<file path="src/rtl/dpram_copier.sv">
// Byte-serial block copy engine driving one port of a 256-byte registered dual-port RAM.
// Optional fill mode (constant write, no reads) is enabled by defining COPIER_FILL_EN.
module dpram_copier (
    input  logic       clk,
    input  logic       rst,
    input  logic       start,
    input  logic [7:0] src_addr,
    input  logic [7:0] dst_addr,
    input  logic [7:0] len,
    output logic       busy,
    output logic       done,
    output logic [7:0] ram_addr,
    output logic [7:0] ram_wdata,
    output logic       ram_we,
    input  logic [7:0] ram_rdata
`ifdef COPIER_FILL_EN
    ,
    input  logic       fill,
    input  logic [7:0] fill_data
`endif
);

    localparam logic [2:0] S_IDLE = 3'd0;
    localparam logic [2:0] S_RD   = 3'd1;
    localparam logic [2:0] S_WAIT = 3'd2;
    localparam logic [2:0] S_WR   = 3'd3;
    localparam logic [2:0] S_DONE = 3'd4;

    logic [2:0] state;
    logic [7:0] src;
    logic [7:0] dst;
    logic [7:0] cnt;

`ifdef COPIER_FILL_EN
    logic       fill_mode;
    logic       fill_req;
    logic [7:0] fill_byte;
    assign fill_req  = fill;
    assign fill_byte = fill_data;
`else
    localparam logic       fill_mode = 1'b0;
    localparam logic       fill_req  = 1'b0;
    localparam logic [7:0] fill_byte = 8'h00;
`endif

    // NOTE: non-blocking assignments so every register sees the pre-edge values of the others.
    always_ff @(posedge clk) begin
        if (rst) begin
            state     <= S_IDLE;
            busy      <= 1'b0;
            done      <= 1'b0;
            ram_addr  <= 8'h00;
            ram_wdata <= 8'h00;
            ram_we    <= 1'b0;
            src       <= 8'h00;
            dst       <= 8'h00;
            cnt       <= 8'h00;
`ifdef COPIER_FILL_EN
            fill_mode <= 1'b0;
`endif
        end else begin
            done <= 1'b0;
            case (state)
                S_IDLE: begin
                    if (start) begin
                        busy <= 1'b1;
                        if (len == 8'd0) begin
                            done  <= 1'b1;
                            state <= S_DONE;
                        end else begin
                            src <= src_addr;
                            dst <= dst_addr;
                            cnt <= len;
`ifdef COPIER_FILL_EN
                            fill_mode <= fill_req;
`endif
                            if (fill_req) begin
                                // Fill skips the read phase; wdata stays constant for the whole run.
                                ram_addr  <= dst_addr;
                                ram_wdata <= fill_byte;
                                ram_we    <= 1'b1;
                                state     <= S_WR;
                            end else begin
                                ram_addr <= src_addr;
                                ram_we   <= 1'b0;
                                state    <= S_RD;
                            end
                        end
                    end
                end
                S_RD: begin
                    state <= S_WAIT;
                end
                S_WAIT: begin
                    ram_addr  <= dst;
                    ram_wdata <= ram_rdata;
                    ram_we    <= 1'b1;
                    state     <= S_WR;
                end
                S_WR: begin
                    src <= src + 8'd1;
                    dst <= dst + 8'd1;
                    cnt <= cnt - 8'd1;
                    if (cnt == 8'd1) begin
                        ram_we <= 1'b0;
                        done   <= 1'b1;
                        state  <= S_DONE;
                    end else if (fill_mode) begin
                        ram_addr <= dst + 8'd1;
                        ram_we   <= 1'b1;
                        state    <= S_WR;
                    end else begin
                        ram_addr <= src + 8'd1;
                        ram_we   <= 1'b0;
                        state    <= S_RD;
                    end
                end
                S_DONE: begin
                    busy  <= 1'b0;
                    state <= S_IDLE;
                end
                default: begin
                    busy   <= 1'b0;
                    ram_we <= 1'b0;
                    state  <= S_IDLE;
                end
            endcase
        end
    end

endmodule

</file>
<file path="config.mk">
export PLATFORM = sky130hd
export DESIGN_NAME = dpram_copier
export DESIGN_NICKNAME = d
export VERILOG_FILES = /design/src/rtl/dpram_copier.sv
export SDC_FILE = /design/constraint.sdc
export NUM_CORES = 1
export LEC_CHECK = 0
export CAP_MARGIN = 0
export CORE_UTILIZATION = 53
export DETAILED_ROUTE_END_ITERATION = 12
export PLACE_DENSITY = 0.82
export SYNTH_ARGS = -nofsm -noshare
export SYNTH_HDL_FRONTEND = slang
export SYNTH_SLANG_ARGS = --single-unit
</file>
<file path="constraint.sdc">
create_clock -name clk -period 3.9 [get_ports clk]
set_clock_uncertainty 0.1 [all_clocks]
set_input_delay 0.78 -clock clk [delete_from_list [all_inputs] [get_ports clk]]
set_output_delay 0.78 -clock clk [all_outputs]
set_load 0.005 [all_outputs]
</file>
# Yosys cells after proc, flatten, opt, wreduce, memory -nomap -nowiden
# Index checks and enable logic that the tools add are counted.
dict set report totals {
  ff_bits 46
  latch_bits 0
  ramBits 0
  mem_bits_ro 0
  in_bits 35
  word_cells 56
  mem_count 0
}
dict set report op_classes {
  addsub 3
  mul 0
  n_div 0
  magnitude_cmp 0
  eq_ne 8
  shift 0
  mux 24
  bitwise 2
  reduce_logical 10
}
# operator count
set ops {}
lappend ops {{$mux W8} 7}
lappend ops {{$pmux W8 S2} 3}
lappend ops {{$pmux W8 S3} 1}
lappend ops {{$add A8 B1 Y8 const B} 2}
lappend ops {{$pmux W3 S4} 1}
lappend ops {{$mux W3} 3}
lappend ops {{$eq A8 B1 Y1 const B} 1}
lappend ops {{$logic_not A8 Y1} 1}
lappend ops {{$sub A8 B1 Y8 const B} 1}
lappend ops {{$eq A3 B2 Y1 const B} 2}
lappend ops {{$mux W1} 6}
lappend ops {{$ne A2 B2 Y1 const B} 3}
lappend ops {{$reduce_and A3 Y1} 2}
lappend ops {{$pmux W1 S2} 2}
lappend ops {{$reduce_and A4 Y1} 1}
lappend ops {{$eq A3 B1 Y1 const B} 1}
lappend ops {{$eq A3 B3 Y1 const B} 1}
lappend ops {{$logic_not A3 Y1} 1}
lappend ops {{$pmux W1 S3} 1}
lappend ops {{$reduce_bool A3 Y1} 1}
lappend ops {{$reduce_or A3 Y1} 1}
lappend ops {{$not A1 Y1} 2}
lappend ops {{$reduce_and A2 Y1} 1}
lappend ops {{$reduce_bool A2 Y1} 1}
lappend ops {{$reduce_or A2 Y1} 1}

# Depth between registers and ports, before layout
dict set report logic_depth {
  word_depth 4
  mapped_depth 7
  ltp_nobuf 6
}

# Worst setup path after synthesis
# Ideal clock, no wire load.
dict set report synth_timing {
  kind {input port to flip-flop}
  startpoint {input port len[0]}
  endpoint {register ram_addr[2]}
  setup_ns 0.123
  t_arrival_ns 1.996
  slack_ns 1.680
  path_stages 4
  path_buffers 0
  path_cell_list {nor4_4 -> a21oi_1 -> o21ai_2 -> mux2_1}
}
dict set report synth_between {
  elab_chain_len 3
}
# item line
set synth_lines {}
lappend synth_lines {{start: declaration} 9} ;# input logic [7:0] len,
lappend synth_lines {{$logic_not A8 Y1} 67} ;# if (len == 8'd0) begin
lappend synth_lines {{$ne A2 B2 Y1 (no source line)} n/a}
lappend synth_lines {{$reduce_and A4 Y1 (no source line)} n/a}
lappend synth_lines {{end signal: assignment} 79} ;# ram_addr <= dst_addr;
lappend synth_lines {{end signal: assignment} 84} ;# ram_addr <= src_addr;
lappend synth_lines {{end signal: assignment} 95} ;# ram_addr <= dst;
lappend synth_lines {{end: declaration} 12} ;# output logic [7:0] ram_addr,
# Every way passes these cells.
# A chain may end at the register's enable or synchronous reset.

# Final worst setup path
dict set report layout_timing {
  startpoint {input port len[0]}
  endpoint {register cnt[5]}
}
dict set report layout_between {
  elab_chain_len 3
}
# item line
set layout_lines {}
lappend layout_lines {{$logic_not A8 Y1} 67}
lappend layout_lines {{$ne A2 B2 Y1 (no source line)} n/a}
lappend layout_lines {{$reduce_and A3 Y1 (no source line)} n/a}
lappend layout_lines {{end signal: assignment} 73} ;# cnt <= len;
lappend layout_lines {{end signal: assignment} 103} ;# cnt <= cnt - 8'd1;
lappend layout_lines {{end: declaration} 32} ;# logic [7:0] cnt;
# Every way passes these cells.

==> metrics.md <==
| Metric | Value |
|---|---|
| Final GP Congestion | `0.873` |
| Overall Power | `1.20 mW` |
| Highest ir drop seen on vdd | `0.304 mV` |
| Crit path capture type | `register` |
| Final std cell area, no fill | `3190 um2` |
| Worst hold path depth | `2` |
| TritonCTS sink count | `46` |
| LEAKAGE | `1.07 nW` |
| First-pass GRT wire length | `10.9 mm` |
| Vias/cell | `6.28` |
| Drt drc | `0` |
| Maximum number of pins on one net before global-route repair | `40` |
| Sequential power share | `48.3%` |
| Net Count, Synth | `358` |
| Mean area per synthesized cell | `8.10 um2` |
| Number of standard cells after synthesis | `319` |
| Area after DPL | `3100 um2` |
| Routed length on met1 | `3.07 mm` |
| Primary FF master, synth | `sky130_fd_sc_hd__dfxtp_1` |
| Outcome | `finished clean` |
| Number of warnings printed during yosys synthesis | `0` |
| Minimum clock period | `2670 ps` |
| Combinational group share of total power | `26.3%` |
| Relative area change from synthesis to final layout | `23.4%` |
| Compound-gate portion of the synthesized area | `29.8%` |
| Utilization after layout | `68.0%` |
| Post-DP HPWL | `4.41 mm` |
| Overall routing resource usage | `26.4%` |
| Remaining number of nets flagged by the antenna check after routing | `0` |
| Req. time, crit path | `4000 ps` |
| Relative contribution of the clock network to total power | `25.4%` |
| Rows | `25` |
| Share of synthesized cell area in full adder, half adder and majority cells | `1.94%` |
| Fraction of registers with async set or reset after synthesis | `0%` |
| Die width | `71.8 um` |
| Critical path type | `in -> reg` |
| Final slew viol count | `0` |
| Count of unique library cells instantiated by Yosys | `56` |
| Normalized max-slew margin | `38.5%` |
| Initial core utilization | `55.1%` |
| Sequential-to-total area share from yosys stat | `35.6%` |
| Simple-Gate Fraction of Synth Area | `23.5%` |
| DP Cell Count | `406` |
| First drt pass iteration count | `5` |
| Standard cell core area | `4690 um2` |
| Count of boundary I/O pins | `54` |
| Buffers inserted by post-CTS timing repair | `0` |
| Seq cells post-synth | `46` |
| Max capacitance violation total | `0` |
| R2R cell count | `5` |
| Crit path launch type | `input pin` |
| Final Hold Vio Count | `0` |
| Critical path peak fanout | `25` |
| Gr ovfl total | `0` |
| Worst setup margin | `1230 ps` |
| Number of port buffers | `53` |
| Final routed wirelength across all metal layers | `6.57 mm` |
| WL/cell | `15.9 um` |
| Internal power | `0.819 mW` |
| Final Instance Count excl. Fillers | `414` |
| Clock insertion delay at the later pin of the skew report | `300 ps` |
| Final layout net count | `398` |
| Layout cell share with drive strength beyond 1 | `6.11%` |
| Met3 WL | `345 um` |
| Slew @ Worst Pin | `922 ps` |
| Peak clock frequency supported by timing | `0.375 GHz` |
| Maximum root-to-sink buffer count | `2` |
| Worst hold path class | `reg -> reg` |
| Number of flops mapped to enable cells by yosys | `0` |
| Antenna cells | `0` |
| Minimum hold slack | `361 ps` |
| Uppermost layer routed | `met4` |
| Number of global-route vias before repair | `2,312` |
| Initial antenna violation count | `0` |
| Detailed-route via count | `2,599` |
| Commonest non-fill, non-tap cell in the layout | `sky130_fd_sc_hd__clkdlybuf4s50_1` |
| Setup repair after global routing missed its margin | `no` |
| Total power divided by cell area | `376 nW/um2` |
| Clock root buffer | `sky130_fd_sc_hd__clkbuf_8` |
| Proportion of synthesized area in mux cells | `2.76%` |
| Critical path data arrival time | `2770 ps` |
| Post-Synthesis Cell Area | `2580 um2` |
| Crit share post-route | `68.5%` |
| Wire length on met2 | `3.06 mm` |
| CTS tree | `done` |
| Final number of setup-violating endpoints | `0` |
| # resized after CTS | `0` |
| Violation count after the first detailed-routing iteration | `287` |
| Number of levels in the clock H-tree | `2` |
| Main combinational cell family by area after synthesis | `compound AO/OA/AOI/OAI gates` |
| Die Span Y | `71.8 um` |
| Top library cells by usage in the layout, fill and taps aside | `53 x sky130_fd_sc_hd__clkdlybuf4s50_1, 46 x sky130_fd_sc_hd__dfxtp_1, 39 x sky130_fd_sc_hd__nand2_1` |
| Setup TNS after final layout | `0 ps` |
| Pre-CTS WS | `995 ps` |
| Clock Pin Slew Worst Setup and Hold Paths | `80 ps` |
| Xor/xnor share of the synthesized area | `1.36%` |
| # hold bufs at CTS | `0` |
| TritonCTS buffer count | `5` |
| Sw frac | `31.8%` |
| Area enclosed by the die boundary | `5160 um2` |
| Total net switching power | `0.381 mW` |
final cells by class:
class	instances	area, um2
inverter	6	22.5
multi-input combinational	244	1530
tap	54	67.6
fill	419	1500
timing repair buffer	56	553
clock inverter	1	5.00
sequential	46	921
clock buffer	7	86.3
flip-flops by register name, indices dropped and copies added (netlist names):
name,cells
busy,1
cnt,8
done,1
dst,8
ram_addr,8
ram_wdata,8
ram_we,1
src,8
state,3
layer usage:
layer  track usage, %  up-vias
met5                0        -
met4             7.63        0
met3             4.64        9
met2             41.1       99
met1             37.6     1210
li1                 -     1281
cell families after synthesis:
group,count (synthesis)
buffers and inverters,29
and+or+nand+nor,113
muxes,7
DFF,46
adders and majority gates,4
AOI/OAI and AO/OA,116
xor gates and xnor gates,4
power groups by stage:
stage                     clock [mW]  combinational (mW)  sequential, mW
final                          0.305               0.315           0.580
after global routing           0.327               0.347           0.588
after CTS                      0.307               0.313           0.578
after detailed placement           0               0.311           0.589
after global placement             0               0.306           0.587
after floorplan                    0               0.212           0.564
path summary, 6_finish.rpt:
check,startpoint,end,slack (ps)
setup / recovery,len[0],cnt[5]$_SDFFE_PP0P_,1230
hold / removal,ram_addr[4]$_SDFFE_PP0P_,ram_addr[4]$_SDFFE_PP0P_,360
setup reg to reg,state[0]$_SDFFE_PP0P_,src[5]$_SDFFE_PP0P_,1290
hold reg to reg,ram_addr[4]$_SDFFE_PP0P_,ram_addr[4]$_SDFFE_PP0P_,360
worst max-delay path, cell delays in order:
cell,delay (ps)
sky130_fd_sc_hd__clkdlybuf4s50_1,470
sky130_fd_sc_hd__nor4_4,440
sky130_fd_sc_hd__a21bo_2,550
sky130_fd_sc_hd__nand2_1,180
sky130_fd_sc_hd__a221oi_1,340
cell usage after synthesis (2+ instances only):
cell	number	area share [%]
sky130_fd_sc_hd__a21oi_1	36	7.0
sky130_fd_sc_hd__o221a_2	2	0.87
sky130_fd_sc_hd__o21ai_0	23	4.5
sky130_fd_sc_hd__clkbuf_1	13	1.9
sky130_fd_sc_hd__a221oi_1	3	1.0
sky130_fd_sc_hd__dfxtp_1	46	36
sky130_fd_sc_hd__a21boi_0	2	0.58
sky130_fd_sc_hd__xor2_1	2	0.68
sky130_fd_sc_hd__o21a_1	4	1.2
sky130_fd_sc_hd__nand2b_1	6	1.5
sky130_fd_sc_hd__nand3_1	15	2.9
sky130_fd_sc_hd__nor3b_1	3	0.87
sky130_fd_sc_hd__nand4_1	5	1.2
sky130_fd_sc_hd__a211oi_1	8	2.3
sky130_fd_sc_hd__or3_1	2	0.48
sky130_fd_sc_hd__inv_1	5	0.73
sky130_fd_sc_hd__a41oi_1	2	0.68
sky130_fd_sc_hd__buf_1	3	0.44
sky130_fd_sc_hd__nand2_1	39	5.7
sky130_fd_sc_hd__a311oi_1	2	0.68
sky130_fd_sc_hd__o22ai_1	6	1.5
sky130_fd_sc_hd__buf_2	5	0.97
sky130_fd_sc_hd__nor2_1	13	1.9
sky130_fd_sc_hd__nor4_1	6	1.5
sky130_fd_sc_hd__xnor2_1	2	0.68
sky130_fd_sc_hd__nand3b_1	2	0.58
sky130_fd_sc_hd__nor4_4	2	1.6
sky130_fd_sc_hd__nor2b_1	4	0.97
sky130_fd_sc_hd__buf_6	2	0.87
sky130_fd_sc_hd__ha_1	4	1.9
sky130_fd_sc_hd__mux2i_1	6	2.3
sky130_fd_sc_hd__a221o_1	3	1.2
sky130_fd_sc_hd__a31oi_1	8	1.9
sky130_fd_sc_hd__o211ai_1	5	1.5
sky130_fd_sc_hd__nor3_1	9	1.7
Power figures use the tool's default switching activity.
